--- config.mk ---
export PLATFORM = sky130hd
export DESIGN_NAME = pipe_stage_buffer
export DESIGN_NICKNAME = d
export VERILOG_FILES = /design/src/rtl/pipe_stage_buffer.sv
export SDC_FILE = /design/constraint.sdc
export NUM_CORES = 1
export LEC_CHECK = 0
export ABC_AREA = 0
export CAP_MARGIN = 10
export CORE_ASPECT_RATIO = 0.8
export CORE_MARGIN = 5
export CORE_UTILIZATION = 49
export DETAILED_ROUTE_END_ITERATION = 6
export PLACE_DENSITY = 0.86
export SLEW_MARGIN = 0
export SYNTH_ARGS = -nofsm -noshare
export SYNTH_HDL_FRONTEND = slang
export SYNTH_SLANG_ARGS = --single-unit
--- constraint.sdc ---
create_clock -name clk -period 2 [get_ports clk]
set_input_delay 0.4 -clock clk [delete_from_list [all_inputs] [get_ports clk]]
set_output_delay 0.4 -clock clk [all_outputs]
set_load 0.05 [all_outputs]
--- src/rtl/pipe_stage_buffer.sv ---
// Inter-stage pipeline register with valid/ready handshake, flush-to-bubble and an
// optional skid entry that lets in_ready come straight from a flop.
module pipe_stage_buffer #(
  parameter int CTRL_W  = 16,
  parameter int DATA_W  = 72,
  parameter int SKID_EN = 1
) (
  input  logic              clk,
  input  logic              rst,
  input  logic              in_valid,
  output logic              in_ready,
  input  logic [CTRL_W-1:0] in_ctrl,
  input  logic [DATA_W-1:0] in_data,
  output logic              out_valid,
  input  logic              out_ready,
  output logic [CTRL_W-1:0] out_ctrl,
  output logic [DATA_W-1:0] out_data,
  input  logic              flush,
  output logic [1:0]        occupancy
);

  typedef enum logic [1:0] {
    EMPTY = 2'd0,
    ONE   = 2'd1,
    FULL  = 2'd2
  } state_t;

  logic [CTRL_W-1:0] main_ctrl_reg, main_ctrl_next;
  logic [DATA_W-1:0] main_data_reg, main_data_next;
  logic              transfer;
  logic              pop;

  assign transfer = in_valid & in_ready;
  assign pop      = out_valid & out_ready;
  assign out_data = main_data_reg;

  // Control bits collapse to NOP whenever no valid instruction is presented.
  genvar gi;
  generate
    for (gi = 0; gi < CTRL_W; gi++) begin : g_ctrl_mask
      assign out_ctrl[gi] = main_ctrl_reg[gi] & out_valid;
    end
  endgenerate

  always_ff @(posedge clk) begin
    if (rst) begin
      main_ctrl_reg <= '0;
      main_data_reg <= '0;
    end else begin
      main_ctrl_reg <= main_ctrl_next;
      main_data_reg <= main_data_next;
    end
  end

  generate
    if (SKID_EN == 0) begin : g_single
      logic valid_reg, valid_next;

      always_comb begin
        valid_next     = valid_reg;
        main_ctrl_next = main_ctrl_reg;
        main_data_next = main_data_reg;
        if (flush) begin
          valid_next = 1'b0;
        end else if (transfer) begin
          valid_next     = 1'b1;
          main_ctrl_next = in_ctrl;
          main_data_next = in_data;
        end else if (pop) begin
          valid_next = 1'b0;
        end
      end

      always_ff @(posedge clk) begin
        if (rst) begin
          valid_reg <= 1'b0;
        end else begin
          valid_reg <= valid_next;
        end
      end

      // The only combinational path through the block: out_ready -> in_ready.
      assign in_ready  = ~valid_reg | out_ready;
      assign out_valid = valid_reg;
      assign occupancy = {1'b0, valid_reg};

    end else begin : g_skid
      state_t            state_reg, state_next;
      logic              in_ready_reg, in_ready_next;
      logic [CTRL_W-1:0] skid_ctrl_reg, skid_ctrl_next;
      logic [DATA_W-1:0] skid_data_reg, skid_data_next;

      always_comb begin
        state_next     = state_reg;
        main_ctrl_next = main_ctrl_reg;
        main_data_next = main_data_reg;
        skid_ctrl_next = skid_ctrl_reg;
        skid_data_next = skid_data_reg;
        case (state_reg)
          EMPTY: begin
            if (transfer) begin
              state_next     = ONE;
              main_ctrl_next = in_ctrl;
              main_data_next = in_data;
            end
          end
          ONE: begin
            if (transfer && pop) begin
              main_ctrl_next = in_ctrl;
              main_data_next = in_data;
            end else if (transfer) begin
              state_next     = FULL;
              skid_ctrl_next = in_ctrl;
              skid_data_next = in_data;
            end else if (pop) begin
              state_next = EMPTY;
            end
          end
          FULL: begin
            // in_ready is low here, so the skid (younger) entry simply moves up.
            if (pop) begin
              state_next     = ONE;
              main_ctrl_next = skid_ctrl_reg;
              main_data_next = skid_data_reg;
            end
          end
          default: begin
            state_next = EMPTY;
          end
        endcase
        // Flush drops everything, including this cycle's input; out_data keeps its value.
        if (flush) begin
          state_next     = EMPTY;
          main_ctrl_next = main_ctrl_reg;
          main_data_next = main_data_reg;
        end
        in_ready_next = (state_next != FULL);
      end

      always_ff @(posedge clk) begin
        if (rst) begin
          state_reg     <= EMPTY;
          in_ready_reg  <= 1'b1;
          skid_ctrl_reg <= '0;
          skid_data_reg <= '0;
        end else begin
          state_reg     <= state_next;
          in_ready_reg  <= in_ready_next;
          skid_ctrl_reg <= skid_ctrl_next;
          skid_data_reg <= skid_data_next;
        end
      end

      assign in_ready  = in_ready_reg;
      assign out_valid = (state_reg != EMPTY);
      assign occupancy = state_reg;
    end
  endgenerate

endmodule

==> results.md, run 1 <==
* Clock transition at path regs at 70 ps
* ANT cells at 0
* Root Buffer: clkbuf_16
* Final Max Tran Viols at 0
* H-tree depth at 4
* Post-synth top area cell: dfxtp_1
* Place WS at -116.4 ps
* Mean Syn Cell Area at 8.871 um2
* GRT overflow at 0
* Initial antenna violation count at 0
* TritonCTS Buffers at 17
* Nets at 1073
* Max Freq at 509.1 MHz
* Die W at 145.5 um
* Final WS setup at 35.90 ps
* Num rows at 39
* Setup TNS at 0 ps
* GRT Total Usage at 20.88%
* HP Class: in2reg
* First-pass GRT wire length at 29.78 mm
* Slowest-stage cell, CP: clkdlybuf4s50_1
* Part of the Yosys area used for sequential elements at 49.81%
* WL per Instance at 15.71 um
* CP cell instances: clkdlybuf4s50_1
* DR top layer: met4
* CTS sink cnt at 179
* Critical path arrival at 1560 ps
* Crit. End Element: output pin
* Critical Path RT at 1600 ps
* Via count at 6146
* Worst-Skew Late Latency at 420 ps
* GP Congestion at 0.7715
* CP bufs+invs at 1
* Top delay family on crit path: buffers and inverters
* Post-DRT Antenna Nets at 0
* Synth unique cells at 24
* Final std cells w/o fill at 1176
* CTS tree: built
* DR iter-0 viols at 365
* Syn Std Cell Area at 7194 um2
* Vias in the first global route at 5908
* CORE AREA at 14350 um2
* Largest net degree at the start of global routing at 52
* DIE AREA at 17220 um2
* Fin crit share at 98.20%
* Final Hold Fails at 0
* Worst IR Drop VDD at 630.4 uV
* Crit path kind: reg2out
* Final critical-path required period at 1964 ps
* DRT met1 WL at 7.951 mm
* Die height at 118.4 um
* Post-CTS Setup Inserts at 0
* WL final at 18.47 mm
* Detailed-router iteration count before antenna repair at 5
* Largest cells by area after synthesis: dfxtp_1 50%, mux2i_1 12%, nand2_1 9.2%
* RSZ-0062 raised after global routing: false
* Clock Skews at 8.386 ps
* CP max FO at 2
* Rel. slew slack at 63.17%
* Syn nets at 904
* Final setup violation count at 0
* Post-synth top area share at 49.81%
* Max Cap Viol at 0
* Met2 WL at 9.146 mm
* Share of layout cells above drive strength 1 at 12.00%
* Status: finished, final reports clean
* Worst slew pin tran at 554.7 ps
* Crit path launch type: flip-flop
* Vias per inst at 5.226
* Synthesis-to-finish area growth at 37.69%
* Pwr Density at 827.6 nW/um2
* Met3 wire length at 1.020 mm
* Critical Path Max Stage Delay at 820 ps
* FF+latch count, synth at 179
* # port buffers at 184
* Synthesis Warnings at 0
* Cells after synthesis at 811
* Max clock buf depth at 2
* Cells after DPL at 1145
* Hold-fix buffers at CTS at 0
* Initial core utilization at 50.15%
* Pleak at 4.655 nW
* Hpwl dp at 12.30 mm
* # IOs at 185
* Number of remaining DRC errors at 0
-- power breakdown --
part	internal (mW)	total, mW	switching, mW
Clock	1.65	3.08	1.43
Combinational	0.525	1.32	0.797
Sequential	3.72	3.80	0.0807
Total	5.89	8.20	2.31
-- metal layers --
layer	up-vias	track usage (%)
li1	3114	-
met1	2864	26.58
met2	147	34.53
met3	21	5.547
met4	0	7.168
met5	-	0
-- through the flow --
stage                     power (mW)  cell area (um2)  util [%]  hold WS, ps
after floorplan                4.659             7217         -        435.7
after global placement         5.207             9313     64.91        440.6
after detailed placement       5.230             9313     64.91        445.6
after CTS                      8.280             9824     68.48        362.4
after global routing           8.518             9906     69.05        375.1
final                          8.198             9906     69.05        380.5
-- Yosys cell counts (all sizes together) --
cell,n
a211oi,88
a21oi,89
a2bb2oi,1
buf,34
clkbuf,35
dfxtp,179
inv,1
mux2i,88
nand2,177
nand2b,3
nand3b,1
nor2,91
nor2b,18
nor3,1
nor4,1
o32ai,1
or2,1
or4,1
xnor2,1
-- final timing paths --
check / start / to / slack (ps) / cells past startpoint
setup / recovery: out_data[29]$_SDFFE_PP0P_ / out_data[29] / 40 / 1
hold / removal: rst / g_skid.skid_data_reg[29]$_SDFFE_PP0P_ / 380 / 2
setup reg to reg: occupancy[0]$_SDFF_PP0_ / out_data[17]$_SDFFE_PP0P_ / 380 / 6
hold reg to reg: g_skid.skid_ctrl_reg[8]$_SDFFE_PP0P_ / g_skid.skid_ctrl_reg[8]$_SDFFE_PP0P_ / 450 / 2
-- kinds of logic (layout without fill, tap and decap cells) --
| logic type | count (synthesis) | count (layout) | share of synthesized area [%] |
|---|---|---|---|
| flops | 179 | 179 | 49.81 |
| xor+xnor | 1 | 1 | 0.1218 |
| simple gates | 294 | 294 | 16.47 |
| buf+inv | 70 | 251 | 4.782 |
| compound gates | 179 | 179 | 16.57 |
| mux | 88 | 88 | 12.24 |
-- layout make-up --
type                       count  area [um2]
clock buffer                  19       442.9
clock inverter                12       100.1
fill                        1112        4441
inverter                       1       3.754
multi-input combinational    562        3307
sequential                   179        3586
tap                          184       230.2
timing repair buffer         219        2236
-- cells in the final DEF (no fill, tap or decap), types with 3 or more instances in the layout --
cell             instances
mux2i_1                 88
a211oi_2                10
nor2b_1                  8
dlygate4sd2_1           27
clkdlybuf4s50_1        100
nand2_1                177
a211oi_1                78
buf_12                  12
nor2b_2                 10
clkinv_4                 3
nor2_1                  90
a21oi_1                 89
clkbuf_16               17
dfxtp_1                177
buf_4                   48
inv_6                    3
dlymetal6s2s_1          30
-- repair_timing --
item / in CTS / in global routing
endpoints found under the hold margin: 0 / 0
endpoints found under the setup margin: 28 / 31
gates resized for setup: 29 / 32
pin swaps: 0 / 0
(Power assumes the default switching activity.)
==> run 2, diff against run 1 <==
Settings changed: SETUP_SLACK_MARGIN from default to 0.1.
==> run 2 against run 1 <==
Compared with the run above:
- setup slack improved by 130 ps
- register-to-register slack barely moved
- critical path depth up 3
- first-iteration DRC count fell by 13%
- critical path type unchanged
- clock-buffer cell count grew 3
==> results.md, run 2 (synthesis gave the netlist of run 1 again) <==
* Critical path arrival at 1430 ps
* H-tree depth at 4
* Max Freq at 545.5 MHz
* Initial antenna violation count at 1
* Clock transition at path regs at 60 ps
* Die W at 145.5 um
* Largest net degree at the start of global routing at 81
* Vias per inst at 5.287
* Rel. slew slack at 58.16%
* Fin crit share at 91.66%
* WL final at 18.45 mm
* Place WS at -111.8 ps
* Crit path kind: reg2out
* Final Hold Fails at 0
* Slowest-stage cell, CP: dfxtp_2
* GRT overflow at 0
* Initial core utilization at 50.15%
* GP Congestion at 0.7538
* Final critical-path required period at 1833 ps
* Worst-Skew Late Latency at 420 ps
* ANT cells at 0
* Crit. End Element: output pin
* Share of layout cells above drive strength 1 at 11.79%
* Nets at 1074
* CTS sink cnt at 179
* WL per Instance at 15.69 um
* Num rows at 39
* CP bufs+invs at 2
* CP cell instances: nor2_2 > buf_12 > nor2b_1 > buf_4
* Reg area at 3588 um2
* CTS tree: built
* Final Max Tran Viols at 0
* CORE AREA at 14350 um2
* GRT Total Usage at 20.92%
* Max Cap Viol at 0
* Worst IR Drop VDD at 592.2 uV
* Number of remaining DRC errors at 0
* TritonCTS Buffers at 17
* Hpwl dp at 12.71 mm
* Most frequent cells in the layout: 177 x nand2_1, 177 x dfxtp_1, 91 x clkdlybuf4s50_1
* Root Buffer: clkbuf_16
* Post-DRT Antenna Nets at 0
* Final Cell Area at 9921 um2
* FILL cells at 1131
* Tot Pwr at 8.368 mW
* Post-DP Area at 9423 um2
* Worst R2R Setup Slack at 390 ps
* Via count at 6217
* Synthesis-to-finish area growth at 37.90%
* Die height at 118.4 um
* Pleak at 4.390 nW
* Pwr Density at 843.5 nW/um2
* Final setup violation count at 0
* Worst slew pin tran at 627.7 ps
* Hold-fix buffers at CTS at 0
* Area occupied by multi-input gates at 3352 um2
* Critical Path RT at 1600 ps
* Clock Skews at 9.852 ps
* Final WS setup at 166.8 ps
* # IOs at 185
* DIE AREA at 17220 um2
* CP max FO at 17
* Detailed-router iteration count before antenna repair at 4
* Vias in the first global route at 5943
* Status: finished, final reports clean
* Max clock buf depth at 2
* Critical Path Max Stage Delay at 400 ps
* First-pass GRT wire length at 30.06 mm
* HP Class: reg2reg
* Crit path launch type: flip-flop
* Top delay family on crit path: flip-flops
* RSZ-0062 raised after global routing: false
* # port buffers at 184
* DR iter-0 viols at 317
## run 2: area by class of cell
type / count / share of cell area [%]
clock buffers: 22 / 4.780
repair buffers: 220 / 21.88
multi-input cells: 562 / 33.79
clock inverters: 8 / 1.022
well taps: 184 / 2.321
flip-flops and latches: 179 / 36.17
inverters: 1 / 0.03784
## run 2: metal layers
layer | global-route usage, % | vias to the layer above | part of all wire [%]
met5 | 0 | - | 0.060
met4 | 6.935 | 2 | 1.7
met3 | 6.197 | 23 | 5.9
met2 | 34.59 | 158 | 49
met1 | 26.35 | 2922 | 43
li1 | - | 3112 | -
## run 2: worst min-delay path, delay by kind of cell (launching register included)
| kind | cells | cell delay [ps] |
|---|---|---|
| simple gates | 1 | 50 |
| compound gates | 1 | 50 |
| flops | 1 | 310 |
## run 2: final timing paths
path	start	end	cells past startpoint
max	occupancy[0]$_SDFF_PP0_	out_ctrl[11]	4
min	g_skid.skid_data_reg[65]$_SDFFE_PP0P_	g_skid.skid_data_reg[65]$_SDFFE_PP0P_	2
max reg2reg	occupancy[1]$_SDFF_PP0_	out_data[45]$_SDFFE_PP0P_	6
min reg2reg	g_skid.skid_data_reg[65]$_SDFFE_PP0P_	g_skid.skid_data_reg[65]$_SDFFE_PP0P_	2
## run 2: what timing repair did
action	CTS	global route
setup buffers	0	0
resized for setup	67	2
setup endpoints to repair	67	4
## run 2: metrics by stage
| step | TNS (ps) | cells | hold slack [ps] | utilization [%] |
|---|---|---|---|---|
| floorplan | 0 | 811 | 435.7 | - |
| finish | 0 | 1176 | 452.3 | 69.15 |
| detailed placement | -4894 | 1146 | 445.6 | 65.68 |
| global route | 0 | 1176 | 467.1 | 69.15 |
| CTS | 0 | 1176 | 450.0 | 69.11 |
| global placement | -337.4 | 1146 | 440.5 | 65.68 |
## run 2: report_power, final
| group | switching (mW) | internal [mW] | total (mW) |
|---|---|---|---|
| registers | 0.0820 | 3.72 | 3.80 |
| clock network | 1.33 | 1.93 | 3.26 |
| logic | 0.801 | 0.506 | 1.31 |
==> run 3, diff against run 2 <==
Settings changed: CORE_ASPECT_RATIO 0.8 to default, MAX_ROUTING_LAYER from default to met4, SLEW_MARGIN 0 to 20.
==> run 3 against run 2 <==
Compared with the run above:
- clock-buffer cell count is 2 lower
- cell area is 0.26% higher
- clock power is 9.5% higher
- critical path type unchanged
- register-to-register slack worse by 90 ps
- clock skew is 2.1 ps lower
- largest cell class unchanged
- non-clock buffer count is 7 lower
- fmax is 0.15% higher
- cell count is 0.68% lower
- die area hardly changed
- core utilization is 0.45 points lower
- worst hold slack worse by 0.71 ps
- critical path depth stayed put
- highest routed layer is now met4
==> results.md, run 3 (synthesis gave the netlist of run 1 again) <==
* Status: finished, final reports clean
* Die height at 131.2 um
* Area occupied by multi-input gates at 3359 um2
* Worst-Skew Late Latency at 420 ps
* Synthesis-to-finish area growth at 38.26%
* R2r endpoint: main_ctrl_reg[5]$_SDFFE_PP0P_
* Critical Path Max Stage Delay at 390 ps
* GRT overflow at 0
* Initial core utilization at 49.69%
* Worst r2r src: occupancy[1]$_SDFF_PP0_
* Initial antenna violation count at 0
* Post-DRT Antenna Nets at 0
* Worst slew pin tran at 635.5 ps
* Worst R2R Setup Slack at 300 ps
* Number of remaining DRC errors at 0
* Final setup violation count at 0
* HP Class: reg2reg
* Vias in the first global route at 5789
* Die W at 131.2 um
* CP max FO at 17
* # IOs at 185
* CTS sink cnt at 179
* Post-layout util at 68.70%
* FILL cells at 1135
* WL per Instance at 15.25 um
* CP bufs+invs at 2
* # port buffers at 184
* Crit path launch type: flip-flop
* Nets at 1067
* Max clock buf depth at 2
* Cells after DPL at 1139
* Setup TNS at 0 ps
* First-pass GRT wire length at 28.84 mm
* DIE AREA at 17210 um2
* Hpwl dp at 11.85 mm
* Hold Crit Depth at 2
* TritonCTS Buffers at 17
* Root Buffer: clkbuf_16
* Reg area at 3588 um2
* RSZ-0062 raised after global routing: false
* Final critical-path required period at 1831 ps
* H-tree depth at 4
* Clock transition at path regs at 60 ps
* Final Cell Area at 9947 um2
* Post-DP Area at 9355 um2
* Via count at 6098
* Crit path kind: reg2out
* Top delay family on crit path: flip-flops
* Final Hold Fails at 0
* Critical Path RT at 1600 ps
* Critical path arrival at 1430 ps
* Vias per inst at 5.221
* Detailed-router iteration count before antenna repair at 4
* Share of layout cells above drive strength 1 at 11.08%
* Num rows at 44
* GP Congestion at 0.7842
* Crit. End Element: output pin
* CTS resizes at 81
* Pwr Density at 871.8 nW/um2
* Worst IR Drop VDD at 527.7 uV
* ANT cells at 0
* Final Max Tran Viols at 0
* R2R depth at 6
* DR iter-0 viols at 399
* Largest net degree at the start of global routing at 83
* GRT Total Usage at 20.54%
* Rel. slew slack at 57.63%
* Max Cap Viol at 0
* Post-CTS Setup Inserts at 0
* Slowest-stage cell, CP: dfxtp_2
* Pleak at 4.375 nW
* Most frequent cells in the layout: 177 x nand2_1, 177 x dfxtp_1, 91 x clkdlybuf4s50_1
* CTS tree: built
* Final std cells w/o fill at 1168
* Hold slack at 451.6 ps
* Fin crit share at 91.53%
* Max Freq at 546.3 MHz
* HP Start: g_skid.skid_data_reg[54]$_SDFFE_PP0P_
* WL final at 17.81 mm
* Hold-fix buffers at CTS at 0
* CORE AREA at 14480 um2
* Hold worst-path end: g_skid.skid_data_reg[54]$_SDFFE_PP0P_
* Clock Skews at 7.720 ps
* CP cell instances: nor2_2 > buf_8 > nor2b_1 > buf_6
==> run 3: cell count changes in the layout (fill, tap and decap cells not counted), sizes merged <==
cell / delta
buf: -12
dlygate4sd2: +5
bufinv: +3
clkinv: -3
clkbuf: -2
clkinvlp: +2
inv: -1
==> run 3: worst max path at each step <==
| stage | startpoint | to | slack, ps | cells past startpoint |
|---|---|---|---|---|
| final | occupancy[0]$_SDFF_PP0_ | out_ctrl[7] | 170 | 4 |
| after global routing | occupancy[0]$_SDFF_PP0_ | out_ctrl[6] | 100 | 4 |
| after CTS | occupancy[0]$_SDFF_PP0_ | out_ctrl[7] | 110 | 4 |
| after detailed placement | in_valid | main_ctrl_reg[6]$_SDFFE_PP0P_ | -110 | 7 |
| after global placement | out_ready | main_ctrl_reg[12]$_SDFFE_PP0P_ | -50 | 7 |
| after floorplan | in_ready$_SDFF_PP1_ | g_skid.skid_ctrl_reg[0]$_SDFFE_PP0P_ | 180 | 7 |
==> run 3: cell type report <==
cell class / count / area share [%]
Clock inverter: 9 / 1.799
Multi-Input combinational cell: 562 / 33.77
Tap cell: 184 / 2.314
Sequential cell: 179 / 36.08
Clock buffer: 20 / 4.591
Timing Repair Buffer: 213 / 21.41
Inverter: 1 / 0.03774
==> run 3: power breakdown <==
| part | switching, mW | internal (mW) | total, mW | leakage (nW) |
|---|---|---|---|---|
| combinational | 0.799 | 0.500 | 1.30 | 2.61 |
| clock | 1.31 | 2.27 | 3.57 | 0.304 |
| sequential | 0.0826 | 3.72 | 3.80 | 1.46 |
==> run 3: routing by layer <==
layer	vias up	track usage, %	part of all wire [%]
li1	3098	-	-
met1	2809	26.11	44
met2	181	32.20	49
met3	10	5.581	6.4
met4	0	5.947	0.78
met5	-	-	0
==> run 3: worst register-to-register path: stages (launching register included) <==
cell and delay [ps]:
dfxtp_4 370, nand3b_4 180, o32ai_4 270, buf_4 250, buf_12 170, nor2_1 60, a211oi_1 280
==> run 3: per-stage QoR <==
step,power [mW],worst slack (ps)
4_1_cts,8.747,112.7
6_report,8.672,169.5
2_1_floorplan,4.670,176.0
5_1_grt,8.999,98.31
3_5_place_dp,5.243,-108.3
3_3_place_gp,5.220,-46.42
